File: src/rtl/elev_pkg.sv
// Shared types and direction encodings for the SCAN elevator controller.
package elev_pkg;

  typedef enum logic [1:0] {
    S_IDLE,
    S_MOVING,
    S_DOORS
  } state_e;

  localparam logic [1:0] DIR_NONE = 2'b00;
  localparam logic [1:0] DIR_UP   = 2'b01;
  localparam logic [1:0] DIR_DN   = 2'b10;

  function automatic logic [1:0] dir_flip(input logic [1:0] d);
    return (d == DIR_UP) ? DIR_DN : DIR_UP;
  endfunction

endpackage

File: src/rtl/elev_req_table.sv
// Latched call table: range check, set/clear of pending bits and
// above/below/at-floor lookups for the SCAN controller.
module elev_req_table
  import elev_pkg::*;
#(
  parameter int NUM_FLOORS = 4,
  parameter int FLOOR_W    = $clog2(NUM_FLOORS)
) (
  input  logic                  clk,
  input  logic                  rst,
  input  logic                  req_valid,
  input  logic [FLOOR_W-1:0]    req_floor,
  input  logic [FLOOR_W-1:0]    cur_floor,
  input  logic [FLOOR_W-1:0]    next_floor,
  input  logic                  in_doors,
  input  logic                  clr_en,
  input  logic [FLOOR_W-1:0]    clr_floor,
  output logic [NUM_FLOORS-1:0] pending,
  output logic                  req_err,
  output logic                  reopen,
  output logic                  here_pend,
  output logic                  next_pend,
  output logic                  ahead_up,
  output logic                  ahead_dn
);

  localparam logic [FLOOR_W:0] NF = (FLOOR_W + 1)'(NUM_FLOORS);

  logic [NUM_FLOORS-1:0] pend_q, pend_d;
  logic [NUM_FLOORS-1:0] up_mask, dn_mask, cur_mask, nxt_mask, set_mask, clr_mask;
  logic                  err_q, err_d;
  logic                  in_range;

  assign in_range = ({1'b0, req_floor} < NF);
  assign reopen   = req_valid && in_range && in_doors && (req_floor == cur_floor);
  assign err_d    = req_valid && !in_range;

  // Masks are built by comparison so a wider floor index never selects past the table.
  always_comb begin
    up_mask  = '0;
    dn_mask  = '0;
    cur_mask = '0;
    nxt_mask = '0;
    set_mask = '0;
    clr_mask = '0;
    for (int unsigned i = 0; i < NUM_FLOORS; i++) begin
      up_mask[i]  = (i > 32'(cur_floor));
      dn_mask[i]  = (i < 32'(cur_floor));
      cur_mask[i] = (i == 32'(cur_floor));
      nxt_mask[i] = (i == 32'(next_floor));
      set_mask[i] = req_valid && in_range && !reopen && (i == 32'(req_floor));
      clr_mask[i] = clr_en && (i == 32'(clr_floor));
    end
    pend_d = (pend_q | set_mask) & ~clr_mask;
  end

  always_ff @(posedge clk) begin
    if (rst) begin
      pend_q <= '0;
      err_q  <= 1'b0;
    end else begin
      pend_q <= pend_d;
      err_q  <= err_d;
    end
  end

  assign pending   = pend_q;
  assign req_err   = err_q;
  assign here_pend = |(pend_q & cur_mask);
  assign next_pend = |(pend_q & nxt_mask);
  assign ahead_up  = |(pend_q & up_mask);
  assign ahead_dn  = |(pend_q & dn_mask);

endmodule

File: src/rtl/elevator_scan_ctrl.sv
// Single-car collective (SCAN) elevator controller: FSM, travel and door
// timers around the latched request table.
module elevator_scan_ctrl
  import elev_pkg::*;
#(
  parameter int NUM_FLOORS    = 4,
  parameter int FLOOR_W       = $clog2(NUM_FLOORS),
  parameter int TRAVEL_CYCLES = 50000000,
  parameter int DOOR_CYCLES   = 100000000,
  parameter int RESET_FLOOR   = 1
) (
  input  logic                  clk,
  input  logic                  rst,
  input  logic                  req_valid,
  input  logic [FLOOR_W-1:0]    req_floor,
  output logic                  req_err,
  output logic [NUM_FLOORS-1:0] pending,
  output logic [FLOOR_W-1:0]    floor,
  output logic [1:0]            direction,
  output logic                  doors_open,
  output logic                  busy,
  output logic                  arrived
);

  localparam int TW = $clog2(TRAVEL_CYCLES);
  localparam int DW = $clog2(DOOR_CYCLES);
  localparam logic [TW-1:0] TLAST = TW'(TRAVEL_CYCLES - 1);
  localparam logic [DW-1:0] DLAST = DW'(DOOR_CYCLES - 1);

  state_e             state_q, state_d;
  logic [FLOOR_W-1:0] floor_q, floor_d, nf;
  logic [1:0]         dir_q, dir_d, last_dir_q, last_dir_d;
  logic [TW-1:0]      travel_q, travel_d;
  logic [DW-1:0]      door_q, door_d;
  logic               arrived_q, arrived_d;

  logic               clr_en;
  logic [FLOOR_W-1:0] clr_floor;
  logic               reopen, here_pend, next_pend, ahead_up, ahead_dn;
  logic               ahead_same, ahead_other;

  assign nf          = (dir_q == DIR_DN) ? floor_q - FLOOR_W'(1) : floor_q + FLOOR_W'(1);
  assign ahead_same  = (last_dir_q == DIR_UP) ? ahead_up : ahead_dn;
  assign ahead_other = (last_dir_q == DIR_UP) ? ahead_dn : ahead_up;

  elev_req_table #(
    .NUM_FLOORS (NUM_FLOORS),
    .FLOOR_W    (FLOOR_W)
  ) u_req_table (
    .clk        (clk),
    .rst        (rst),
    .req_valid  (req_valid),
    .req_floor  (req_floor),
    .cur_floor  (floor_q),
    .next_floor (nf),
    .in_doors   (state_q == S_DOORS),
    .clr_en     (clr_en),
    .clr_floor  (clr_floor),
    .pending    (pending),
    .req_err    (req_err),
    .reopen     (reopen),
    .here_pend  (here_pend),
    .next_pend  (next_pend),
    .ahead_up   (ahead_up),
    .ahead_dn   (ahead_dn)
  );

  always_comb begin
    state_d    = state_q;
    floor_d    = floor_q;
    dir_d      = dir_q;
    last_dir_d = last_dir_q;
    travel_d   = travel_q;
    door_d     = door_q;
    arrived_d  = 1'b0;
    clr_en     = 1'b0;
    clr_floor  = floor_q;
    unique case (state_q)
      S_IDLE: begin
        if (here_pend) begin
          state_d   = S_DOORS;
          door_d    = '0;
          clr_en    = 1'b1;
          arrived_d = 1'b1;
        end else if (ahead_same) begin
          state_d  = S_MOVING;
          dir_d    = last_dir_q;
          travel_d = '0;
        end else if (ahead_other) begin
          state_d    = S_MOVING;
          dir_d      = dir_flip(last_dir_q);
          last_dir_d = dir_flip(last_dir_q);
          travel_d   = '0;
        end else begin
          dir_d = DIR_NONE;
        end
      end
      S_MOVING: begin
        if (travel_q == TLAST) begin
          travel_d = '0;
          floor_d  = nf;
          if (next_pend) begin
            state_d   = S_DOORS;
            door_d    = '0;
            clr_en    = 1'b1;
            clr_floor = nf;
            arrived_d = 1'b1;
          end
        end else begin
          travel_d = travel_q + TW'(1);
        end
      end
      S_DOORS: begin
        // A same-floor call on the closing cycle still wins and holds the doors.
        if (reopen) begin
          door_d = '0;
        end else if (door_q == DLAST) begin
          door_d = '0;
          if (ahead_same) begin
            state_d  = S_MOVING;
            dir_d    = last_dir_q;
            travel_d = '0;
          end else if (ahead_other) begin
            state_d    = S_MOVING;
            dir_d      = dir_flip(last_dir_q);
            last_dir_d = dir_flip(last_dir_q);
            travel_d   = '0;
          end else begin
            state_d = S_IDLE;
            dir_d   = DIR_NONE;
          end
        end else begin
          door_d = door_q + DW'(1);
        end
      end
      default: state_d = S_IDLE;
    endcase
  end

  always_ff @(posedge clk) begin
    if (rst) begin
      state_q    <= S_IDLE;
      floor_q    <= FLOOR_W'(RESET_FLOOR);
      dir_q      <= DIR_NONE;
      last_dir_q <= DIR_UP;
      travel_q   <= '0;
      door_q     <= '0;
      arrived_q  <= 1'b0;
    end else begin
      state_q    <= state_d;
      floor_q    <= floor_d;
      dir_q      <= dir_d;
      last_dir_q <= last_dir_d;
      travel_q   <= travel_d;
      door_q     <= door_d;
      arrived_q  <= arrived_d;
    end
  end

  assign floor      = floor_q;
  assign direction  = dir_q;
  assign doors_open = (state_q == S_DOORS);
  assign busy       = (state_q != S_IDLE);
  assign arrived    = arrived_q;

endmodule
File: config.mk
export PLATFORM = sky130hd
export DESIGN_NAME = elevator_scan_ctrl
export DESIGN_NICKNAME = d
export VERILOG_FILES = /design/src/rtl/elev_pkg.sv /design/src/rtl/elev_req_table.sv /design/src/rtl/elevator_scan_ctrl.sv
export SDC_FILE = /design/constraint.sdc
export NUM_CORES = 1
export LEC_CHECK = 0
export ABC_AREA = 0
export CAP_MARGIN = 20
export CORE_UTILIZATION = 45
export CTS_BUF_LIST = sky130_fd_sc_hd__clkbuf_8
export DETAILED_ROUTE_END_ITERATION = 7
export GPL_TIMING_DRIVEN = 1
export SLEW_MARGIN = 20
export SYNTH_ARGS = -nofsm -noshare
export SYNTH_HDL_FRONTEND = slang
export SYNTH_HIERARCHICAL = 1
export SYNTH_SLANG_ARGS = --single-unit
export TNS_END_PERCENT = 50
File: constraint.sdc
create_clock -name clk -period 4.6 [get_ports clk]
set_clock_uncertainty 0.1 [all_clocks]
set_input_delay 1.38 -clock clk [delete_from_list [all_inputs] [get_ports clk]]
set_output_delay 1.38 -clock clk [all_outputs]
set_load 0.01 [all_outputs]
; ---- Word-level counts from Yosys, hierarchy flattened
; Index checks and enable logic that the tools add are counted.
[totals]
ff_bits = 66
[classes]
addsub = 4
order_cmp = 6
n_eq_ne = 26
n_mux = 46
bitwise_logic = 7
n_reduce_logical = 29
[op_table]
columns = operator, n
row1 = $mux 26, 6
row2 = $mux 27, 5
row3 = $pmux 27 s3, 1
row4 = $pmux 26 s3, 1
row5 = $mux 2, 22
row6 = $add 27x1->27 const B, 1
row7 = $eq 27x27->1 const B, 1
row8 = $add 26x1->26 const B, 1
row9 = $eq 26x26->1 const B, 1
row10 = $and 4x4->4, 4
row11 = $eq 2x2->1 const A, 8
row12 = $reduce_or 4->1, 4
row13 = $ne 2x2->1 const B, 6
row14 = $reduce_and 4->1, 3
row15 = $logic_and 1x1->1, 11
row16 = $logic_not 2->1, 5
row17 = $eq 1x2->1 const A, 4
row18 = $pmux 2 s2, 2
row19 = $mux 1, 7
row20 = $pmux 2 s3, 1
row21 = $reduce_and 5->1, 1
row22 = $and 4x3->4, 1
row23 = $eq 2x1->1 const B, 2
row24 = $eq 2x2->1 const B, 2
row25 = 15 further kinds, 18

; ---- Logic depth before layout (Yosys ltp)
[logic_depth]
ltp_word = 12
depth_mapped = 10

; ---- Modules after synthesis
; The synthesis kept the hierarchy.
[by_module_without_submodules]
columns = mod, n_inst, cells_each, area_per_inst_um2
row1 = elevator_scan_ctrl, 1, 437, 3410.8
row2 = elev_req_table, 1, 39, 331.6

; ---- Least setup slack after synthesis
; OpenSTA, ideal clock, no wires.
[synth_path]
path_kind = input port to flip-flop
start = in req_floor[0]
end = reg door_q[0]
setup_ns = 0.121
arrival_ns = 2.860
slack_ns = 1.519
cell_stages = 8
n_path_buf = 1
path_cell_list = xor2_1 -> nor3_1 -> inv_1 -> and2_1 -> o31ai_2 -> buf_2 -> nor2_1 -> mux2_2
[synth_via]
elab_chain_len = 4
[synth_lines]
columns = item, line
row1 = from (decl), elevator_scan_ctrl.sv:15  ; input logic [FLOOR_W-1:0] req_floor,
row2 = $eq 2x2->1, elev_req_table.sv:35  ; assign reopen = req_valid && in_range && in_doors && (req_floor == cur_floor);
row3 = $logic_and 1x1->1, elev_req_table.sv:35
row4 = net reopen, elevator_scan_ctrl.sv:39  ; logic reopen, here_pend, next_pend, ahead_up, ahead_dn;
row5 = $mux 27, elevator_scan_ctrl.sv:115  ; if (reopen) begin
row6 = $pmux 27 s3, elevator_scan_ctrl.sv:78  ; unique case (state_q)
row7 = to (signal assigned), elevator_scan_ctrl.sv:155  ; door_q <= door_d;
row8 = to (decl), elevator_scan_ctrl.sv:34  ; logic [DW-1:0] door_q, door_d;
; The timed path passes the listed nets, and every way through them passes these cells.
; A chain may end at the register's enable or synchronous reset.

; ---- Final worst setup path
[layout_path]
start = in req_floor[0]
end = reg door_q[9]
; The elaborated chain is that of the path after synthesis.

==> reports/results.ini <==
[setup_path]
cp_common_cell=o21ai_0
crit_path_end_kind=flop
critical_path_buf_inv_count=3
critPathRequiredTime_ps=4720
critical_path.reg2reg.endpoint=travel_q[23]
crit_arrival_ps=3700
timing.critical_path.fanout_max=16
worstPathCellList=clkdlybuf4s50_1, xor2_1, nor3_1, inv_1, and2_1, o31ai_2, buf_4, a311oi_1, o21ai_0, o21ai_0
crit_slowest_cell=clkdlybuf4s50_1
crit_family=buffers and inverters
slowest_delay_ps=480
worstSetupStartpointType=input port
reg2reg_from=floor[0]
reg2reg_setup_slack_ps=1470
crit_cells=10
setup.worst_path.class=in -> reg
timing.reg2reg.worst_path_depth=8

[placement]
dpl.cell_count=576
half_perimeter_wire_length_after_detailed_placement_mm=5.92
gp_congestion=0.833
total_cell_area_at_the_placement_stage_um2=3950
place.port_buffers=15

[cts]
clkSinkCount=66
clock_latency_ps=350
numCtsBuffers=9
clock_tree_from_tritoncts=built
cts-root-buf=clkbuf_8
cts_setup_buffers=0
path_clk_slew_ps=80
count_of_hold_fix_buffers_inserted_at_cts=0
ctsLongestPathBuffers=2
clock_tree.htree_level_count=3
cts_repair_resize_count=0

[synthesis]
synthFlopType=dfxtp_1
synth_seq_area_share_pct=35.3
synthDominantCellAreaShare_pct=35.3
most_frequently_used_cell_type_in_the_post_synthesis_netlist=dfxtp_1
synthCells=476
ys_async_sr_fraction_pct=0
synth_top_area_cell=dfxtp_1
ys_types=57
synth_cell_count_leaders=dfxtp_1 (66), nor2_1 (53), a21oi_1 (44)
average_cell_area_after_synthesis_um2=7.86
synth.cell_area_um2=3740
mappedNetlistNets=483
synthesis.yosys.warnings=6
ys_ff_latch=66
top_cells_by_area_in_the_synthesized_netlist=dfxtp_1 (35%), a21oi_1 (5.9%), o21ai_0 (5.8%)
synth-edff-count=0

[timing]
final-hold-violation-count=0
setup-violations-final=0
timing.hold.ws_ps=379
grt_setup_unrepaired=false
final_period_minus_worst_setup_slack_ps=3580
tns_ps=0
final.period_utilization_pct=77.7
maxSlewViolCount=0
timing.max_slew.rel_slack_pct=33.7
maxClockFrequency_mhz=280
worst_slew_pin_slew_ps=994

[routing]
detail_route.first_pass.iterations=4
route.vias.total=3468
routed_wire_length_per_instance_um=14.9
route.detailed.drc=0
drt_first_iter_violations=181
drt-total-wl_mm=8.82
antenna_left=0
drt-vias-per-instance=5.86

[final_layout]
area.growth.synth_to_final_pct=12.3
finish.net_count=492
instances_no_fill=592
layout_cell_area_excl_fill_um2=4200
antenna_cells=0
drive_above_1_share_pct=8.98

[grt]
grt_pass1_wl_mm=15.1
number_of_global_route_vias_before_repair=3156
grt_antenna_before_repair=0
grt_util_all_layers_pct=21.8
grt-ovfl-total=0
maximum_number_of_pins_on_one_net_before_global_route_repair=26

[run]
timing.max_cap.violations=0

[floorplan]
pin_count=17
initial_utilization_pct=47.4
floorplan_row_count=32
floorplan.die.height_um=93.2
core-area_um2=7890
die_area_um2=8690
floorplan.die.width_um=93.2

[outcome]
run_status=finished, final reports clean

[worst_hold_path]
timing.hold.worst_endpoint=direction[1]
worstHoldStart=direction[1]
timing.hold.worst_path_depth=2
holdCritPathClass=reg -> reg

[pwr]
power.density_cell_area_nw_per_um2=330
power.static_leakage_nw=1.44
max-vdd-ir-drop_uv=174

## worst min-delay path, stage by stage, from the launching register on
cell and delay [ps]:
dfxtp_1 330, nand2_1 60, a21oi_1 50
## power breakdown
group | total, W | switching [W] | internal [W]
clock | 0.000620 | 0.000232 | 0.000388
sequential | 0.000593 | 0.0000115 | 0.000581
combinational | 0.000174 | 0.000111 | 0.0000638
## worst max path at each step
| stage | start | endpoint | slack [ps] |
|---|---|---|---|
| 6_report | req_floor[0] | door_q[9] | 1020 |
| 3_3_place_gp | req_floor[0] | door_q[9] | 760 |
| 4_1_cts | req_floor[0] | door_q[26] | 1050 |
| 5_1_grt | req_floor[0] | door_q[9] | 820 |
| 3_5_place_dp | req_floor[0] | door_q[9] | 710 |
| 2_1_floorplan | req_floor[0] | door_q[0] | 1520 |
## sequential cells by signal (all words and copies together) (netlist names)
| signal | cells |
|---|---|
| arrived | 1 |
| direction | 2 |
| door_q | 27 |
| floor | 2 |
| last_dir_q | 2 |
| state_q | 2 |
| travel_q | 26 |
| u_req_table/pending | 4 |
## layer usage
layer	share of wire, %	global-route usage [%]	routed length (µm)	vias to the layer above
li1	-	-	-	1773
met1	51	29.3	4520	1645
met2	45	35.5	3940	41
met3	2.9	3.50	253	9
met4	1.2	6.92	103	0
met5	0	0	0	-
## cells in the final DEF, fill, tap and decap left out, drive strengths merged, types with 15 or more instances in the layout
cell,n
a21oi,44
a31oi,18
clkdlybuf4s50,15
dfxtp,66
inv,21
nand2,27
nand3,28
nand4,15
nor2,53
o21ai,45
## kinds of logic (layout without fill, tap and decap cells)
family	Yosys count	count (layout)	synth area share (%)
and+or+nand+nor	196	196	28.7
AOI/OAI and AO/OA	147	147	24.5
DFF	66	66	35.3
buffers and inverters	46	60	5.52
xor gates and xnor gates	10	10	2.34
muxes	8	8	2.88
adders and majority gates	2	2	0.669
other	1	1	0.100
## cell type report
cell class / count / area [µm²]
fillers: 765 / 3680
flip-flops and latches: 66 / 1320
repair buffers: 23 / 210
clock buffers: 11 / 151
clock inverters: 5 / 100
inverters: 21 / 78.8
multi-input cells: 364 / 2210
well taps: 102 / 128
## through the flow
stage	utilization, %	total power, W	setup WS (ps)
global route	53.3	0.00145	818
floorplan	-	0.000727	1520
CTS	53.3	0.00140	1050
finish	53.3	0.00139	1020
detailed placement	50.1	0.000780	714
global placement	50.1	0.000778	761
Power figures use the tool's default switching activity.
